--- config.mk ---
export PLATFORM = sky130hd
export DESIGN_NAME = stage_fetch
export DESIGN_NICKNAME = d
export VERILOG_FILES = /design/src/rtl/stage_fetch.sv
export SDC_FILE = /design/constraint.sdc
export NUM_CORES = 1
export LEC_CHECK = 0
export BUFFER_PORTS_ARGS = -buffer_cell sky130_fd_sc_hd__buf_2
export CAP_MARGIN = 20
export CORE_ASPECT_RATIO = 1.4
export CORE_MARGIN = 3
export CORE_UTILIZATION = 40
export DETAILED_ROUTE_END_ITERATION = 10
export MAX_ROUTING_LAYER = met4
export PLACE_DENSITY_LB_ADDON = 0.2
export SLEW_MARGIN = 20
export SYNTH_ARGS = -nofsm -noshare
export SYNTH_HDL_FRONTEND = slang
export SYNTH_SLANG_ARGS = --single-unit
--- constraint.sdc ---
create_clock -name clk -period 7.3 [get_ports clk]
set_input_delay 1.095 -clock clk [delete_from_list [all_inputs] [get_ports clk]]
set_output_delay 1.095 -clock clk [all_outputs]
set_load 0.05 [all_outputs]
--- src/rtl/stage_fetch.sv ---
// Instruction-fetch stage: owns the PC, issues in-order word fetches and buffers returned words
// for decode. Redirects flush the buffer and drop responses still in flight for the old stream.
module stage_fetch #(
    parameter logic [31:0] RESET_PC = 32'h0000_0000,
    parameter int unsigned DEPTH    = 4
) (
    input  logic        clk,
    input  logic        rst_n,
    output logic        imem_req_valid,
    input  logic        imem_req_ready,
    output logic [31:0] imem_req_addr,
    input  logic        imem_rsp_valid,
    input  logic [31:0] imem_rsp_data,
    input  logic        redirect_valid,
    input  logic [31:0] redirect_pc,
    output logic        if_valid,
    input  logic        if_ready,
    output logic [31:0] if_instr,
    output logic [31:0] if_pc
);

    localparam int unsigned AW = $clog2(DEPTH);
    localparam logic [AW+1:0] DepthW = (AW+2)'(DEPTH);

    typedef logic [AW:0] ptr_t;

    logic [31:0] pc_q, pc_d;
    ptr_t        outstanding_q, outstanding_d;
    ptr_t        discard_q, discard_d;
    ptr_t        wr_ptr_q, wr_ptr_d;
    ptr_t        rd_ptr_q, rd_ptr_d;
    ptr_t        pq_wr_ptr_q, pq_wr_ptr_d;
    ptr_t        pq_rd_ptr_q, pq_rd_ptr_d;

    logic [31:0] fifo_instr_q [DEPTH];
    logic [31:0] fifo_pc_q    [DEPTH];
    logic [31:0] pq_pc_q      [DEPTH];

    logic [31:0]   target;
    ptr_t          occupancy;
    logic [AW+1:0] credit_used;
    logic          req_fire;
    logic          rsp_acc;
    logic          rsp_keep;
    logic          deq;
    logic          unused_redirect_lsbs;

    assign unused_redirect_lsbs = ^redirect_pc[1:0];
    assign target    = {redirect_pc[31:2], 2'b00};
    assign occupancy = wr_ptr_q - rd_ptr_q;

    assign if_valid  = rst_n && (occupancy != '0) && !redirect_valid;
    assign deq       = if_valid && if_ready;
    assign if_instr  = fifo_instr_q[rd_ptr_q[AW-1:0]];
    assign if_pc     = fifo_pc_q[rd_ptr_q[AW-1:0]];

    // Every outstanding request is guaranteed a FIFO slot when its response lands.
    assign credit_used    = {1'b0, outstanding_q} + {1'b0, occupancy} - (AW+2)'(deq);
    assign imem_req_valid = rst_n && (credit_used < DepthW);
    assign imem_req_addr  = redirect_valid ? target : pc_q;
    assign req_fire       = imem_req_valid && imem_req_ready;

    // Responses with nothing outstanding (e.g. stale ones after reset) are ignored.
    assign rsp_acc  = imem_rsp_valid && (outstanding_q != '0);
    assign rsp_keep = rsp_acc && (discard_q == '0) && !redirect_valid;

    always_comb begin
        pc_d          = pc_q;
        outstanding_d = outstanding_q + ptr_t'(req_fire) - ptr_t'(rsp_acc);
        discard_d     = discard_q;
        wr_ptr_d      = wr_ptr_q + ptr_t'(rsp_keep);
        rd_ptr_d      = rd_ptr_q + ptr_t'(deq);
        pq_wr_ptr_d   = pq_wr_ptr_q + ptr_t'(req_fire);
        pq_rd_ptr_d   = pq_rd_ptr_q + ptr_t'(rsp_acc);

        if (req_fire) begin
            pc_d = imem_req_addr + 32'd4;
        end else if (redirect_valid) begin
            pc_d = target;
        end

        if (redirect_valid) begin
            // A request issued this cycle already belongs to the new stream.
            discard_d = outstanding_q - ptr_t'(rsp_acc);
            rd_ptr_d  = wr_ptr_q;
        end else if (rsp_acc && (discard_q != '0)) begin
            discard_d = discard_q - ptr_t'(1'b1);
        end
    end

    always_ff @(posedge clk) begin
        if (!rst_n) begin
            pc_q          <= RESET_PC;
            outstanding_q <= '0;
            discard_q     <= '0;
            wr_ptr_q      <= '0;
            rd_ptr_q      <= '0;
            pq_wr_ptr_q   <= '0;
            pq_rd_ptr_q   <= '0;
        end else begin
            pc_q          <= pc_d;
            outstanding_q <= outstanding_d;
            discard_q     <= discard_d;
            wr_ptr_q      <= wr_ptr_d;
            rd_ptr_q      <= rd_ptr_d;
            pq_wr_ptr_q   <= pq_wr_ptr_d;
            pq_rd_ptr_q   <= pq_rd_ptr_d;
        end
    end

    // Storage needs no reset; the pointers define which entries are live.
    always_ff @(posedge clk) begin
        if (req_fire) begin
            pq_pc_q[pq_wr_ptr_q[AW-1:0]] <= imem_req_addr;
        end
        if (rst_n && rsp_keep) begin
            fifo_instr_q[wr_ptr_q[AW-1:0]] <= imem_rsp_data;
            fifo_pc_q[wr_ptr_q[AW-1:0]]    <= pq_pc_q[pq_rd_ptr_q[AW-1:0]];
        end
    end

endmodule

=== After elaboration in Yosys (flattened, before gate mapping) ===
Memory sizes are Yosys's and may differ from the RTL's. A register that Yosys moved wholly into a read port is not among the register bits.
Index checks and enable logic that the tools add are counted.

* RAM bits: 384
* Output and inout bits: 98
* Bits in registers: 50
* Memories: 3
* Input port bits: 70

* Add/sub/neg operators: 12
* $lt $le $gt $ge: 1
* Reductions and logical operators: 16
* Mux-type cells: 12

{| class="wikitable"
|+ Memory list
! name !! words !! bits a word !! rd ports !! clocked after Yosys merged registers in !! write ports !! RTL line !! text
|-
| fifo_instr_q || 4 || 32 || 1 || 1 || 1 || 35 || <nowiki>logic [31:0] fifo_instr_q [DEPTH];</nowiki>
|-
| fifo_pc_q || 4 || 32 || 1 || 1 || 1 || 36 || <nowiki>logic [31:0] fifo_pc_q [DEPTH];</nowiki>
|-
| pq_pc_q || 4 || 32 || 1 || 1 || 1 || 37 || <nowiki>logic [31:0] pq_pc_q [DEPTH];</nowiki>
|}

{| class="wikitable"
|+ Operators with widths
! kind !! count
|-
| $mux 32 || 2
|-
| $add 32x3->32 const B || 1
|-
| $add 3x1->3 || 5
|-
| $logic_and 1x1->1 || 10
|-
| $mux 3 || 3
|-
| $reduce_bool 3->1 || 3
|-
| $mux 2 || 3
|-
| $sub 3x1->3 || 2
|-
| $add 3x3->4 || 1
|-
| $lt 4x3->1 const B || 1
|-
| $mux 1 || 4
|-
| $sub 4x1->4 || 1
|-
| $logic_not 3->1 || 1
|-
| $sub 3x1->3 const B || 1
|-
| $sub 3x3->3 || 1
|-
| $reduce_bool 2->1 || 1
|-
| $logic_not 1->1 || 1
|}

=== Longest topological paths before layout ===
* Depth after elaboration: 11
* Mapped depth: 21
* Depth with buffers taken out: 21

=== Worst setup path before layout ===
No wires, ideal clock.

* Kind: input port to flip-flop
* Start point: in redirect_valid
* End point: mem pq_pc_q[2][0] (enable)
* Slack: 0.028 ns
* Setup time: 0.468 ns
* Data arrival time: 6.804 ns
* Data required time: 6.832 ns
* Cell stages on the path: 15
* Buffers on the path: 4
* Cell sequence: buf_6 > buf_6 > buf_6 > buf_2 > nand2b_1 > a31oi_1 > and2_1 > ha_1 > inv_1 > ha_1 > and3b_1 > or4_1 > nand2_1 > inv_1 > nor3b_1

* Longest elaborated chain between the ends: 9

{| class="wikitable"
|+ RTL lines
! what !! RTL line !! text
|-
| start, declared || 14 || <nowiki>input logic redirect_valid,</nowiki>
|-
| $logic_not 1->1 || 52 || <nowiki>assign if_valid = rst_n && (occupancy != '0) && !redirect_valid;</nowiki>
|-
| $logic_and 1x1->1 || 52 ||
|-
| net if_valid || 16 || <nowiki>output logic if_valid,</nowiki>
|-
| $logic_and 1x1->1 || 53 || <nowiki>assign deq = if_valid && if_ready;</nowiki>
|-
| $sub 4x1->4 || 58 || <nowiki>assign credit_used = {1'b0, outstanding_q} + {1'b0, occupancy} - (AW+2)'(deq);</nowiki>
|-
| $lt 4x3->1 || 59 || <nowiki>assign imem_req_valid = rst_n && (credit_used < DepthW);</nowiki>
|-
| $logic_and 1x1->1 || 59 ||
|-
| $logic_and 1x1->1 || 61 || <nowiki>assign req_fire = imem_req_valid && imem_req_ready;</nowiki>
|-
| $mux 1 || 113 || <nowiki>if (req_fire) begin</nowiki>
|-
| $mux 1 (not written as such) || 114 || <nowiki>pq_pc_q[pq_wr_ptr_q[AW-1:0]] <= imem_req_addr;</nowiki>
|-
| end, declared || 37 ||
|}

The timed path passes the listed nets, and every way through them passes these cells.

=== Worst setup path in the final report ===
* Start point: reg wr_ptr_q[0]
* End point: out imem_req_valid

* Longest elaborated chain between the ends: 8

{| class="wikitable"
|+ RTL lines
! what !! RTL line !! text
|-
| start, declared || 30 || <nowiki>ptr_t wr_ptr_q, wr_ptr_d;</nowiki>
|-
| start signal, assigned || 104 || <nowiki>wr_ptr_q <= wr_ptr_d;</nowiki>
|-
| $sub 3x3->3 * || 50 || <nowiki>assign occupancy = wr_ptr_q - rd_ptr_q;</nowiki>
|-
| parallel branches: the longest is 4 deep, another holds $add 3x3->4 || - ||
|-
| $sub 4x1->4 * || 58 ||
|-
| $lt 4x3->1 * || 59 ||
|-
| $logic_and 1x1->1 * || 59 ||
|-
| end, declared || 9 || <nowiki>output logic imem_req_valid,</nowiki>
|}

Every way passes the cells marked *.

==> impl_metrics.py <==
metrics = {
    "clock_tree": {
        "clock-sinks": 432,
        "clk_latency_ns": 0.55,
        "cts_resized": 0,
        "htreeDepth": 2,
        "clk_pin_slew_worst_paths_ns": 0.06,
        "clockBufferDepth": 3,
        "cts_hold_buf": 0,
        "tritoncts": "done",
        "cts_made_buffers": 42,
        "post_cts_buffers": 0,
        "cts-root-buf": "clkbuf_16",
    },
    "power_and_ir_drop": {
        "p_total_mw": 6.04,
        "p_seq_frac": 0.492,
        "p_switching_mw": 1.54,
        "internal_power_mw": 4.50,
        "power.density_nw_per_um2": 303,
        "swShare": 0.255,
        "p_leak_nw": 6.80,
        "comb_power_share": 0.157,
        "peakVddDrop_mv": 0.175,
        "clockPowerShare": 0.351,
    },
    "synth": {
        "synth_edf_count": 384,
        "synthSimpleGateAreaFrac": 0.0537,
        "synth_cell_types": 60,
        "syn-num-nets": 972,
        "synth_fa_ha_area_frac": 0.0163,
        "muxShareOfSynthArea": 0.153,
        "synth-xor-area-share": 0.00666,
        "syn_area_per_cell_um2": 19.4,
        "yosysWarningCount": 0,
        "synth-seq-cells": 432,
        "yosysTopAreaCell": "edfxtp_1",
        "async_reset_ff_frac": 0,
        "netlist_instances": 881,
        "synth-compound-area-share": 0.0195,
        "netlist.area_leader.share": 0.675,
        "yosysSeqAreaShare": 0.731,
        "synth_top_family_by_area": "multiplexers",
        "syn-cell-area_um2": 17100,
        "ys_top_cells_by_area": "edfxtp_1 67%, mux4_2 13%, dfxtp_1 5.6%",
        "synth_ff_type": "edfxtp_1",
    },
    "layout": {
        "multi_input_area_um2": 4300,
        "drive_gt1_frac": 0.346,
        "area_growth_pct": 16.6,
        "final-seq-area_um2": 12500,
        "fill_cells": 3563,
        "diodes": 0,
        "stdcell_area_um2": 19900,
        "fin_nets": 1158,
        "fin_util": 0.472,
    },
    "floorplanning": {
        "io_pins": 168,
        "die_y_um": 251,
        "fp.coreArea_um2": 42200,
        "dieArea_um2": 45300,
        "initial_core_util": 0.405,
        "die_width_um": 181,
        "rows": 89,
    },
    "setup_path": {
        "crit_family": "adder cells",
        "worstSetupPathType": "register to output pin",
        "cp.arrival_ns": 3.83,
        "critPathMaxStageDelay_ns": 0.43,
        "cp-start-kind": "register",
        "reg2reg_to": "outstanding_q[2]$_SDFF_PN0_",
        "r2r_cells": 21,
        "path_max_fanout": 5,
        "regToRegStartpoint": "wr_ptr_q[0]$_SDFF_PN0_",
        "crit_chain": "inv_1 -> ha_1 -> fa_1 -> xor2_1 -> xnor2_1 -> a31oi_1 -> and2_1 -> ha_1 -> inv_1 -> ha_1 -> and3b_1 -> nor4_1 -> o21a_1 -> buf_2",
        "cp-end-kind": "output pin",
        "cpMaxStageDelayCell": "dfxtp_1",
        "crit_required_ns": 6.20,
        "critPathBufInv": 3,
        "crit_top_cell": "ha_1",
        "r2r_setup_slack_ns": 2.44,
    },
    "place": {
        "hpwl_mm": 21.4,
        "post_dp_cell_area_um2": 18600,
        "place_congestion": 0.783,
        "portBuffers": 165,
    },
    "min_path": {
        "min-delay-start": "pc_q[1]$_SDFF_PN0_",
        "hold_path_depth": 2,
        "whs_endpoint": "pc_q[1]$_SDFF_PN0_",
        "hold_class": "register to register",
    },
    "timing": {
        "fin_skew_ns": 0.0124,
        "rsz0062_at_grt": "false",
        "finalMaxSlewViolations": 0,
        "period_minus_slack_ns": 4.92,
        "slew_headroom": 0.320,
        "setup_viol": 0,
        "tightest_slew_ns": 1.02,
        "hold_viol_final": 0,
        "max_freq_mhz": 203,
        "finalCritPeriodShare": 0.674,
        "setup_tns_ns": 0,
    },
    "detailed_routing": {
        "wl_per_cell_um": 21.0,
        "via_count": 8568,
        "route.detailed.drc": 0,
        "drtIter0Drc": 474,
        "drt-total-wl_mm": 34.5,
        "via_per_inst": 5.21,
        "dr.pass1.iters": 4,
        "ant_nets": 0,
    },
    "global_routing": {
        "antenna_found_initial": 0,
        "gr-total-overflow": 0,
        "grt_pass1_vias": 8845,
        "grt_pass1_wl_mm": 53.1,
        "grt_max_degree": 63,
        "grt_usage": 0.157,
    },
    "status": {
        "outcome": "finished, final reports clean",
    },
    "run": {
        "drv_cap": 0,
    },
}
-- placed cells by master (no fill, tap or decap), types with 4 or more instances in the layout --
cell / synthesis / final
edfxtp_1: 384 / 384
nand3_1: 7 / 7
and2_1: 10 / 10
nand4_1: 7 / 7
clkinv_1: 1 / 9
xnor2_1: 10 / 10
dfxtp_1: 48 / 45
and3_1: 4 / 4
and4_1: 4 / 4
buf_2: 15 / 165
nand2b_1: 4 / 4
nor2_1: 25 / 25
mux2_2: 10 / 10
buf_4: 2 / 18
or4_1: 6 / 6
o31ai_1: 5 / 5
nor3_1: 13 / 8
ha_1: 19 / 19
clkinv_2: 0 / 5
clkbuf_16: 0 / 45
mux2i_1: 30 / 30
nand2_1: 44 / 44
clkbuf_1: 20 / 10
nor4_1: 8 / 8
a21oi_1: 11 / 11
inv_1: 32 / 32
a31oi_1: 6 / 6
nor3_2: 0 / 5
nor4_2: 6 / 6
mux4_2: 96 / 96
-- final cells by class --
class                           count  area share
Inverter                           34     0.00641
Tap cell                          546      0.0343
Sequential cell                   432       0.628
Timing Repair Buffer              183      0.0482
Clock buffer                       57      0.0598
Clock inverter                     18     0.00810
Multi-Input combinational cell    374       0.216
-- synthesized netlist by cell type (all sizes together), types with 3 or more instances --
master,instances
edfxtp,384
and2,10
nand2b,4
nor4,15
mux2,12
o31ai,5
nor2,25
nor3,13
nand4,7
a31oi,6
o211a,3
xnor2,10
a21oi,12
mux2i,31
mux4,96
nand3b,4
ha,19
or4,6
dfxtp,48
buf,21
and3,4
nor2b,3
inv,33
nor3b,5
o21ai,4
xor2,3
and4,4
clkbuf,20
nand3,7
nand2,45
o31a,3
-- metal layers --
layer	up-vias	global-route usage	wire length [um]
met1	4393	0.196	14300
met2	221	0.266	17800
met4	0	0.0478	877
li1	3901	-	-
met5	-	-	0
met3	53	0.0244	1580
-- registers in the layout, summed over array words and instances (netlist names) --
name,flops
fifo_instr_q,128
fifo_pc_q,128
pq_pc_q,128
pc_q,32
discard_q,3
outstanding_q,3
rd_ptr_q,3
wr_ptr_q,3
pq_rd_ptr_q,2
pq_wr_ptr_q,2
-- how the worst max path moves through the flow --
stage / start / to / slack, ns / cells after the start
5_1_grt: wr_ptr_q[0]$_SDFF_PN0_ / outstanding_q[2]$_SDFF_PN0_ / 2.09 / 21
4_1_cts: wr_ptr_q[0]$_SDFF_PN0_ / imem_req_valid / 2.34 / 14
2_1_floorplan: redirect_valid / pq_pc_q[2][0]$_DFFE_PP_ / 0.03 / 15
6_report: wr_ptr_q[0]$_SDFF_PN0_ / imem_req_valid / 2.38 / 14
3_3_place_gp: rst_n / outstanding_q[2]$_SDFF_PN0_ / 2.01 / 18
3_5_place_dp: rst_n / outstanding_q[2]$_SDFF_PN0_ / 2.00 / 18
-- logic make-up (layout without fill, tap and decap cells) --
group           after synthesis  count (layout)
buf+inv                      75             292
simple gates                158             158
flops                       432             432
xor+xnor                     13              13
compound gates               43              43
mux                         139             139
fa+ha+maj                    21              21
-- power groups by stage --
stage | Clock (mW) | Combinational [mW] | Sequential (mW)
finish | 2.12 | 0.948 | 2.98
global route | 2.29 | 1.04 | 2.99
CTS | 2.19 | 0.971 | 2.98
detailed placement | 0 | 0.969 | 3.03
global placement | 0 | 0.956 | 3.03
floorplan | 0 | 0.744 | 3.00
-- tightest hold or removal path: stages (launching register included) --
cell     delay, ns
dfxtp_1       0.29
inv_1         0.06
nor2_1        0.04
-- stage by stage --
step           worst slack [ns]  instances  hold slack [ns]
3_5_place_dp               2.00       1569            0.432
5_1_grt                    2.09       1644            0.471
2_1_floorplan            0.0279        881            0.417
3_3_place_gp               2.01       1569            0.427
4_1_cts                    2.34       1644            0.441
6_report                   2.38       1644            0.438
(Power assumes the default switching activity.)
